$ cat src/rtl/pic_banked_regfile.sv
// PIC16C5x-class file register block: banked GPR, FSR/STATUS/OPTION/TRIS, port latches and
// TMR0 with an 8-bit prescaler and a synchronised external clock input.
module pic_banked_regfile #(
  parameter int unsigned DATA_WIDTH = 8,
  parameter int unsigned PC_WIDTH   = 9,
  parameter int unsigned IO_A_WIDTH = 4,
  parameter int unsigned IO_B_WIDTH = 8,
  parameter int unsigned IO_C_WIDTH = 8,
  parameter int unsigned NUM_BANKS  = 4
) (
  input  logic                  clk,
  input  logic                  rst,
  input  logic [2:0]            writeCommand,
  input  logic [4:0]            fileAddr,
  input  logic [DATA_WIDTH-1:0] writeDataIn,
  input  logic [DATA_WIDTH-1:0] statusIn,
  input  logic [IO_A_WIDTH-1:0] portAIn,
  input  logic [IO_B_WIDTH-1:0] portBIn,
  input  logic [IO_C_WIDTH-1:0] portCIn,
  input  logic                  t0cki,
  input  logic [PC_WIDTH-1:0]   pcIn,
  output logic [DATA_WIDTH-1:0] fsrOut,
  output logic [DATA_WIDTH-1:0] regfileOut,
  output logic [DATA_WIDTH-1:0] statusOut,
  output logic [5:0]            optionOut,
  output logic [DATA_WIDTH-1:0] tmr0Out,
  output logic                  tmr0Overflow,
  output logic                  pclWe,
  output logic [IO_A_WIDTH-1:0] portAOut,
  output logic [IO_B_WIDTH-1:0] portBOut,
  output logic [IO_C_WIDTH-1:0] portCOut,
  output logic [IO_A_WIDTH-1:0] trisAOut,
  output logic [IO_B_WIDTH-1:0] trisBOut,
  output logic [IO_C_WIDTH-1:0] trisCOut
);

  localparam int unsigned BankBits = (NUM_BANKS > 1) ? $clog2(NUM_BANKS) : 0;
  localparam int unsigned GprDepth = 8 + 16 * NUM_BANKS;
  // FSR bits above the address and bank fields are unimplemented and read as 1.
  localparam logic [DATA_WIDTH-1:0] FsrOnes = {DATA_WIDTH{1'b1}} << (5 + BankBits);

  typedef enum logic [2:0] {
    CmdNone      = 3'b000,
    CmdStatus    = 3'b001,
    CmdFile      = 3'b010,
    CmdFileFlags = 3'b011,
    CmdOption    = 3'b100,
    CmdTris      = 3'b101
  } cmd_e;

  logic [DATA_WIDTH-1:0] status_q, status_d;
  logic [DATA_WIDTH-1:0] fsr_q, fsr_d;
  logic [5:0]            option_q, option_d;
  logic [DATA_WIDTH-1:0] tmr0_q, tmr0_d;
  logic [7:0]            presc_q, presc_d;
  logic [1:0]            inhibit_q, inhibit_d;
  logic                  ovf_q, ovf_d;
  logic [2:0]            sync_q, sync_d;
  logic [IO_A_WIDTH-1:0] port_a_q, port_a_d, tris_a_q, tris_a_d;
  logic [IO_B_WIDTH-1:0] port_b_q, port_b_d, tris_b_q, tris_b_d;
  logic [IO_C_WIDTH-1:0] port_c_q, port_c_d, tris_c_q, tris_c_d;
  logic [DATA_WIDTH-1:0] gpr_q [GprDepth];

  logic [4:0]            ea;
  logic [2:0]            bank;
  logic [6:0]            gpr_idx;
  logic                  file_wr;
  logic                  gpr_we;
  logic                  tmr0_wr;
  logic [DATA_WIDTH-1:0] pin_a, pin_b, pin_c;
  logic                  t0_edge;
  logic                  src_tick;
  logic                  tick;
  logic                  tmr0_inc;
  logic [7:0]            ps_mask;

  if (PC_WIDTH > 8) begin : g_pc_hi
    logic unused_pc_hi;
    assign unused_pc_hi = ^pcIn[PC_WIDTH-1:8];
  end

  // Address decode and GPR indexing: 0x08-0x0F are common, 0x10-0x1F are per bank.
  always_comb begin
    ea      = (fileAddr == 5'h00) ? fsr_q[4:0] : fileAddr;
    bank    = fsr_q[7:5] & 3'(NUM_BANKS - 1);
    file_wr = (writeCommand == CmdFile) || (writeCommand == CmdFileFlags);
    tmr0_wr = file_wr && (ea == 5'h01);
    gpr_we  = file_wr && (ea >= 5'h08);
    if (ea[4]) begin
      gpr_idx = 7'd8 + {bank, ea[3:0]};
    end else begin
      gpr_idx = {4'b0000, ea[2:0]};
    end
  end

  always_comb begin
    pin_a = '0;
    pin_b = '0;
    pin_c = '0;
    pin_a[IO_A_WIDTH-1:0] = portAIn;
    pin_b[IO_B_WIDTH-1:0] = portBIn;
    pin_c[IO_C_WIDTH-1:0] = portCIn;
  end

  always_comb begin
    regfileOut = '0;
    case (ea)
      5'h00:   regfileOut = '0;
      5'h01:   regfileOut = tmr0_q;
      5'h02:   regfileOut = DATA_WIDTH'(pcIn[7:0]);
      5'h03:   regfileOut = status_q;
      5'h04:   regfileOut = fsr_q | FsrOnes;
      5'h05:   regfileOut = pin_a;
      5'h06:   regfileOut = pin_b;
      5'h07:   regfileOut = pin_c;
      default: regfileOut = gpr_q[gpr_idx];
    endcase
  end

  assign pclWe = file_wr && (ea == 5'h02);

  // STATUS: TO/PD are only writable through the full 001 load; ALU flags win over data on 011.
  always_comb begin
    status_d = status_q;
    case (writeCommand)
      CmdStatus: status_d = statusIn;
      CmdFile: begin
        if (ea == 5'h03) status_d = {writeDataIn[7:5], status_q[4:3], writeDataIn[2:0]};
      end
      CmdFileFlags: begin
        if (ea == 5'h03) begin
          status_d = {writeDataIn[7:5], status_q[4:3], statusIn[2:0]};
        end else begin
          status_d = {status_q[7:5], statusIn[4:0]};
        end
      end
      default: status_d = status_q;
    endcase
  end

  always_comb begin
    fsr_d    = fsr_q;
    option_d = option_q;
    port_a_d = port_a_q;
    port_b_d = port_b_q;
    port_c_d = port_c_q;
    tris_a_d = tris_a_q;
    tris_b_d = tris_b_q;
    tris_c_d = tris_c_q;
    if (file_wr) begin
      case (ea)
        5'h04:   fsr_d = writeDataIn | FsrOnes;
        5'h05:   port_a_d = writeDataIn[IO_A_WIDTH-1:0];
        5'h06:   port_b_d = writeDataIn[IO_B_WIDTH-1:0];
        5'h07:   port_c_d = writeDataIn[IO_C_WIDTH-1:0];
        default: fsr_d = fsr_q;
      endcase
    end
    if (writeCommand == CmdOption) option_d = writeDataIn[5:0];
    if (writeCommand == CmdTris) begin
      case (fileAddr)
        5'h05:   tris_a_d = writeDataIn[IO_A_WIDTH-1:0];
        5'h06:   tris_b_d = writeDataIn[IO_B_WIDTH-1:0];
        5'h07:   tris_c_d = writeDataIn[IO_C_WIDTH-1:0];
        default: tris_a_d = tris_a_q;
      endcase
    end
  end

  // TMR0 clock source, prescaler and write inhibit. Mode changes apply from the next cycle.
  always_comb begin
    sync_d    = {sync_q[1:0], t0cki};
    t0_edge   = option_q[4] ? (~sync_q[1] & sync_q[2]) : (sync_q[1] & ~sync_q[2]);
    src_tick  = option_q[5] ? t0_edge : 1'b1;
    tick      = src_tick && (inhibit_q == 2'd0);
    ps_mask   = 8'((9'd2 << option_q[2:0]) - 9'd1);
    tmr0_inc  = 1'b0;
    presc_d   = presc_q;
    if (option_q[3]) begin
      presc_d  = '0;
      tmr0_inc = tick;
    end else if (tick) begin
      presc_d  = presc_q + 8'd1;
      tmr0_inc = ((presc_q & ps_mask) == ps_mask);
    end
    tmr0_d    = tmr0_q;
    ovf_d     = 1'b0;
    inhibit_d = (inhibit_q != 2'd0) ? inhibit_q - 2'd1 : 2'd0;
    if (tmr0_wr) begin
      tmr0_d    = writeDataIn;
      presc_d   = '0;
      inhibit_d = 2'd2;
    end else if (tmr0_inc) begin
      tmr0_d = tmr0_q + 1'b1;
      ovf_d  = (tmr0_q == '1);
    end
    if (writeCommand == CmdOption) presc_d = '0;
  end

  always_ff @(posedge clk or negedge rst) begin
    if (!rst) begin
      status_q  <= DATA_WIDTH'(8'h18);
      fsr_q     <= FsrOnes;
      option_q  <= 6'h3F;
      tmr0_q    <= '0;
      presc_q   <= '0;
      inhibit_q <= '0;
      ovf_q     <= 1'b0;
      sync_q    <= '0;
      port_a_q  <= '0;
      port_b_q  <= '0;
      port_c_q  <= '0;
      tris_a_q  <= '1;
      tris_b_q  <= '1;
      tris_c_q  <= '1;
    end else begin
      status_q  <= status_d;
      fsr_q     <= fsr_d;
      option_q  <= option_d;
      tmr0_q    <= tmr0_d;
      presc_q   <= presc_d;
      inhibit_q <= inhibit_d;
      ovf_q     <= ovf_d;
      sync_q    <= sync_d;
      port_a_q  <= port_a_d;
      port_b_q  <= port_b_d;
      port_c_q  <= port_c_d;
      tris_a_q  <= tris_a_d;
      tris_b_q  <= tris_b_d;
      tris_c_q  <= tris_c_d;
    end
  end

  // GPR contents survive reset.
  always_ff @(posedge clk) begin
    if (gpr_we) gpr_q[gpr_idx] <= writeDataIn;
  end

  assign fsrOut       = fsr_q | FsrOnes;
  assign statusOut    = status_q;
  assign optionOut    = option_q;
  assign tmr0Out      = tmr0_q;
  assign tmr0Overflow = ovf_q;
  assign portAOut     = port_a_q;
  assign portBOut     = port_b_q;
  assign portCOut     = port_c_q;
  assign trisAOut     = tris_a_q;
  assign trisBOut     = tris_b_q;
  assign trisCOut     = tris_c_q;

endmodule

$ cat config.mk
export PLATFORM = sky130hd
export DESIGN_NAME = pic_banked_regfile
export DESIGN_NICKNAME = d
export VERILOG_FILES = /design/src/rtl/pic_banked_regfile.sv
export SDC_FILE = /design/constraint.sdc
export NUM_CORES = 1
export LEC_CHECK = 0
export CORE_MARGIN = 1.5
export CORE_UTILIZATION = 60
export DETAILED_ROUTE_END_ITERATION = 6
export PLACE_DENSITY = 0.8
export SYNTH_ARGS = -nofsm -noshare
export SYNTH_HDL_FRONTEND = slang
export SYNTH_SLANG_ARGS = --single-unit
$ cat constraint.sdc
create_clock -name clk -period 7.2 [get_ports clk]
set_input_delay 2.16 -clock clk [delete_from_list [all_inputs] [get_ports clk]]
set_output_delay 2.16 -clock clk [all_outputs]
set_load 0.02 [all_outputs]
# Yosys cells after proc, flatten, opt, wreduce, memory -nomap -nowiden

Memories as Yosys holds them, arrays and structs flattened.
Cells that the tools add are included.

Add/subtract/negate cells: 5
$lt $le $gt $ge: 1
Eq/ne operators: 20
Shift-type cells: 1
Muxes and demuxes: 22
Bitwise logic cells: 6
Reduce and logical (&&, ||, !) cells: 23

Operators with widths:

| cell                  | number |
|---|---|
| $mux W8               | 8 |
| $pmux W8 S8           | 1 |
| $eq A5 B3 Y1 const B  | 7 |
| $pmux W8 S3           | 1 |
| $add A8 B1 Y8 const B | 2 |
| $reduce_and A2 Y1     | 8 |
| $eq A5 B2 Y1 const B  | 2 |
| $logic_not A5 Y1      | 2 |
| $and A8 B8 Y8         | 1 |
| $eq A8 B8 Y1          | 1 |
| $eq A8 B8 Y1 const B  | 1 |
| $mux W1               | 8 |
| $shl A2 B3 Y8 const A | 1 |
| $sub A8 B1 Y8 const B | 1 |
| $add A4 B6 Y7 const A | 1 |
| $mux W7               | 1 |
| $eq A3 B2 Y1 const B  | 2 |
| $eq A3 B3 Y1 const B  | 2 |
| $reduce_and A3 Y1     | 2 |
| $reduce_bool A2 Y1    | 3 |
| $eq A5 B1 Y1 const B  | 1 |
| $ge A5 B4 Y1 const B  | 1 |
| $mux W5               | 1 |
| $logic_and A1 B1 Y1   | 4 |
| 11 further kinds      | 16 |

Flip-flop bits (word level): 83
Bits in writable memories: 576
Input bits: 56
Logic and storage cells: 95
Memories kept: 1

Memories:

| memory | words | width | rd ports | clocked after Yosys merged registers in | write ports | RTL line | RTL |
|---|---|---|---|---|---|---|---|
| gpr_q  | 72    | 8     | 1        | 0                                       | 1           | 62       | `logic [DATA_WIDTH-1:0] gpr_q [GprDepth];` |

# Longest topological paths before layout

Depth after elaboration: 9
Gate-level depth with buffers: 14

# Worst setup path before layout

No wires, ideal clock.

Path kind: input -> output
Start: input port fileAddr[4]
End: output port regfileOut[5]
Data arrival time: 4.839 ns
Slack: 0.201 ns
Cell stages on the path: 14
Buffers on the path: 2
Path through: buf_2 -> nor2_1 -> a31oi_4 -> inv_2 -> ha_1 -> nor4_1 -> a32o_1 -> clkbuf_1 -> nand2_1 -> a221o_1 -> o21a_1 -> o2111ai_1 -> or3b_1 -> a31oi_1

Longest elaborated chain between the ends: 6
Elaborated cells between the ends (all ways): 14
Classes of those cells: 1 x add/sub; 7 x eq/ne; 3 x mux; 2 x reduce/logical; 1 x memory

RTL lines:

| item             | RTL line | RTL |
|---|---|---|
| start, declared  | 14       | `input logic [4:0] fileAddr,` |
| $logic_not A5 Y1 | 84       | `ea = (fileAddr == 5'h00) ? fsr_q[4:0] : fileAddr;` |
| $mux W5 *        | 84       |  |
| $add A4 B6 Y7    | 90       | `gpr_idx = 7'd8 + {bank, ea[3:0]};` |
| $mux W7          | 89       | `if (ea[4]) begin` |
| $mem_v2 Z72 W8   | -        |  |
| $pmux W8 S8 *    | 107      | `case (ea)` |
| end, declared    | 23       | `output logic [DATA_WIDTH-1:0] regfileOut,` |

Mark *: on every way between the ends. The rest lies on a longest branch, timed or not.

# Worst setup path after layout

Start: input port fileAddr[3]
End: output port regfileOut[1]

Same word-level chain as after synthesis.

==> flow_summary.yaml <==
floorplan:
  fp.coreArea_um2: 44000
  rows: 77
  dieArea_um2: 45700
  ioPinCount: 136
  start_util_pct: 60.6
  dieHeight_um: 214
  die_w_um: 214
drt:
  drtIter0Drc: 2974
  drcViolationCount: 0
  wl_per_cell_um: 28.7
  drtPass1Iterations: 6
  vias: 18100
  postRouteAntennaNets: 0
  wirelength_um: 76600
  vias_per_cell: 6.79
global_routing:
  antenna_found_initial: 1
  met1_usage_pct: 43.9
  gr-max-usage-layer: "met2"
  grt_pass1_wl_um: 111000
  overflow: 0
  grt_util_met3_pct: 7.51
  global_route.usage.met2_pct: 52.8
  grt_max_degree: 84
  grt_pass1_vias: 17900
  track_usage_pct: 33.5
sta:
  post-route-period-util_pct: 98.7
  maxSlewViolCount: 0
  relSlewSlack_pct: 12.6
  hold_viol_final: 0
  clock.fmax_ghz: 0.141
  setup_viol: 0
  clock_skew_ns: 0.0137
  min_period_ns: 7.11
  tightestPinTransition_ns: 1.31
  rsz0062_at_grt: "false"
yosys:
  synthFlopType: "edfxtp_1"
  yosysTopAreaCell: "edfxtp_1"
  synth_top_cell_area_share_pct: 64.9
  yosysSeqAreaShare_pct: 72.8
  synth_edf_count: 576
  postSynthAreaPerCell_um2: 15.6
  synth_area_leaders: "edfxtp_1 (65%), dfrtp_1 (5.2%), mux2i_1 (3.5%)"
  synth.most_common_cell: "edfxtp_1"
  netlist_instances: 1713
  synth_area_um2: 26700
  syn_nets: 1772
  synth-seq-cells: 659
  yosysWarnings: 0
  synth_common_cells: "edfxtp_1 (576), nand2_1 (140), nor2_1 (125)"
  ys_types: 71
  async_reset_ff_share_pct: 12.6
power:
  ir_worst_vdd_mv: 0.253
  p_leak_nw: 11.4
  powerDensity_nw_per_um2: 267
setup_path:
  critPathKind: "in -> out"
  crit_arrival_ns: 4.95
  endpoint_kind: "output pin"
  worstSetupStartpointType: "input port"
  worstPathMaxFanout: 6
  required_ns: 5.04
  r2r_slack_ns: 2.88
cells_and_area:
  seq_area_um2: 19400
  final_core_util_pct: 73.8
  nets: 2087
  nFillCells: 2505
  areaGrowthSynthToFinish_pct: 21.8
  drive_above_1_share_pct: 24.5
  multiInputGateArea_um2: 6900
  fin_cells: 2671
placement:
  gp_congestion: 1.01
  port_buffers: 133
  dp_hpwl_um: 45600
  placed_cells: 2526
outcome:
  status: "completed"
clock_tree:
  cts_root_buf: "clkbuf_16"
  cts_buffer_depth: 3
  cts_buffers: 60
  cts_tree: "yes"
  path_clk_slew_ns: 0.07
  cts.sinks: 659
  clk_latency_ns: 0.63
  htreeDepth: 2
min_path:
  hp-class: "reg -> reg"
job:
  maxCapViolCount: 0
==> through the flow <==
stage / power, mW / setup TNS [ns] / instance area (um^2) / setup WS, ns / hold WS, ns
after floorplan: 4.85 / 0 / 26700 / 0.201 / 0.331
after global placement: 5.33 / -5.66 / 29900 / -0.794 / 0.341
after detailed placement: 5.36 / -6.28 / 29900 / -0.927 / 0.354
after CTS: 8.62 / 0 / 32400 / 0.00340 / 0.372
after global routing: 8.84 / 0 / 32500 / 0.0390 / 0.379
final: 8.66 / 0 / 32500 / 0.0906 / 0.369
==> final timing paths <==
| kind | from | cells after the start | to |
|---|---|---|---|
| hold / removal | sync_q[0]$_DFF_PN0_ | 0 | sync_q[1]$_DFF_PN0_ |
| min in group asynchronous | rst | 1 | presc_q[1]$_DFFE_PN0P_ |
| max in group asynchronous | rst | 1 | portBOut[6]$_DFFE_PN0P_ |
| setup / recovery | fileAddr[3] | 15 | regfileOut[1] |
| setup reg to reg | fsr_q[3]$_DFFE_PN0P_ | 9 | gpr_q[45][7]$_DFFE_PP_ |
| hold reg to reg | sync_q[0]$_DFF_PN0_ | 0 | sync_q[1]$_DFF_PN0_ |
==> state kept, by name (all words and copies together), names as in the netlist <==
name          cells
trisAOut          4
statusOut         8
optionOut         6
portAOut          4
portBOut          8
sync_q            3
tmr0Overflow      1
fsr_q             7
trisCOut          8
trisBOut          8
inhibit_q         2
tmr0Out           8
gpr_q           576
portCOut          8
presc_q           8
==> kinds of logic (layout without fill, tap and decap cells) <==
kind of cell / Yosys count / in the layout / synth area share (%)
AOI/OAI and AO/OA: 384 / 384 / 10.1
buffers and inverters: 110 / 475 / 2.28
DFF: 659 / 659 / 72.8
muxes: 179 / 179 / 8.26
adders and majority gates: 3 / 3 / 0.141
xor gates and xnor gates: 13 / 13 / 0.427
other: 1 / 2 / 0.0141
and+or+nand+nor: 364 / 364 / 5.99
==> worst max-delay path: stages <==
cell and delay [ns]:
clkbuf_2 0.18, buf_4 0.21, nor3_4 0.31, a21oi_4 0.12, buf_4 0.16, buf_12 0.14
buf_4 0.14, buf_4 0.16, mux2i_1 0.15, o21ai_1 0.21, o21ai_0 0.18, o22ai_1 0.28
nor4_4 0.08, a21oi_2 0.25, buf_4 0.19
==> cell usage in the layout, fill, tap and decap left out, types with 38 or more instances in the layout <==
master | netlist | routed
a21oi_1 | 66 | 61
a221oi_1 | 79 | 75
buf_4 | 20 | 193
clkbuf_16 | 0 | 67
clkdlybuf4s50_1 | 0 | 111
dfrtp_1 | 55 | 55
edfxtp_1 | 576 | 576
mux2_2 | 59 | 59
mux2i_1 | 93 | 93
nand2_1 | 140 | 138
nand3_1 | 42 | 38
nor2_1 | 125 | 124
o21ai_0 | 93 | 73
==> what timing repair did <==
item,CTS,global route
hold buffers,0,0
gates cloned,2,1
pin swaps,17,13
setup endpoints to repair,9,8
resized for setup,92,29
setup buffers,28,4
==> cell type report <==
| cell class | count | share of cell area [%] |
|---|---|---|
| flip-flops and latches | 659 | 59.7 |
| multi-input cells | 944 | 21.2 |
| repair buffers | 356 | 10.4 |
| clock buffers | 87 | 5.52 |
| well taps | 592 | 2.28 |
| clock inverters | 25 | 0.763 |
| inverters | 7 | 0.0809 |
| diodes | 1 | 0.00770 |
==> per-layer routing <==
layer	routed length, um	vias to the layer above
li1	-	7424
met1	26600	8916
met2	36000	1420
met3	9230	375
met4	4740	0
met5	0	-
==> power breakdown <==
group	internal, mW	switching (mW)
logic	0.440	0.597
registers	4.25	0.0930
clock network	1.90	1.38
total	6.59	2.07
Power figures use the tool's default switching activity.
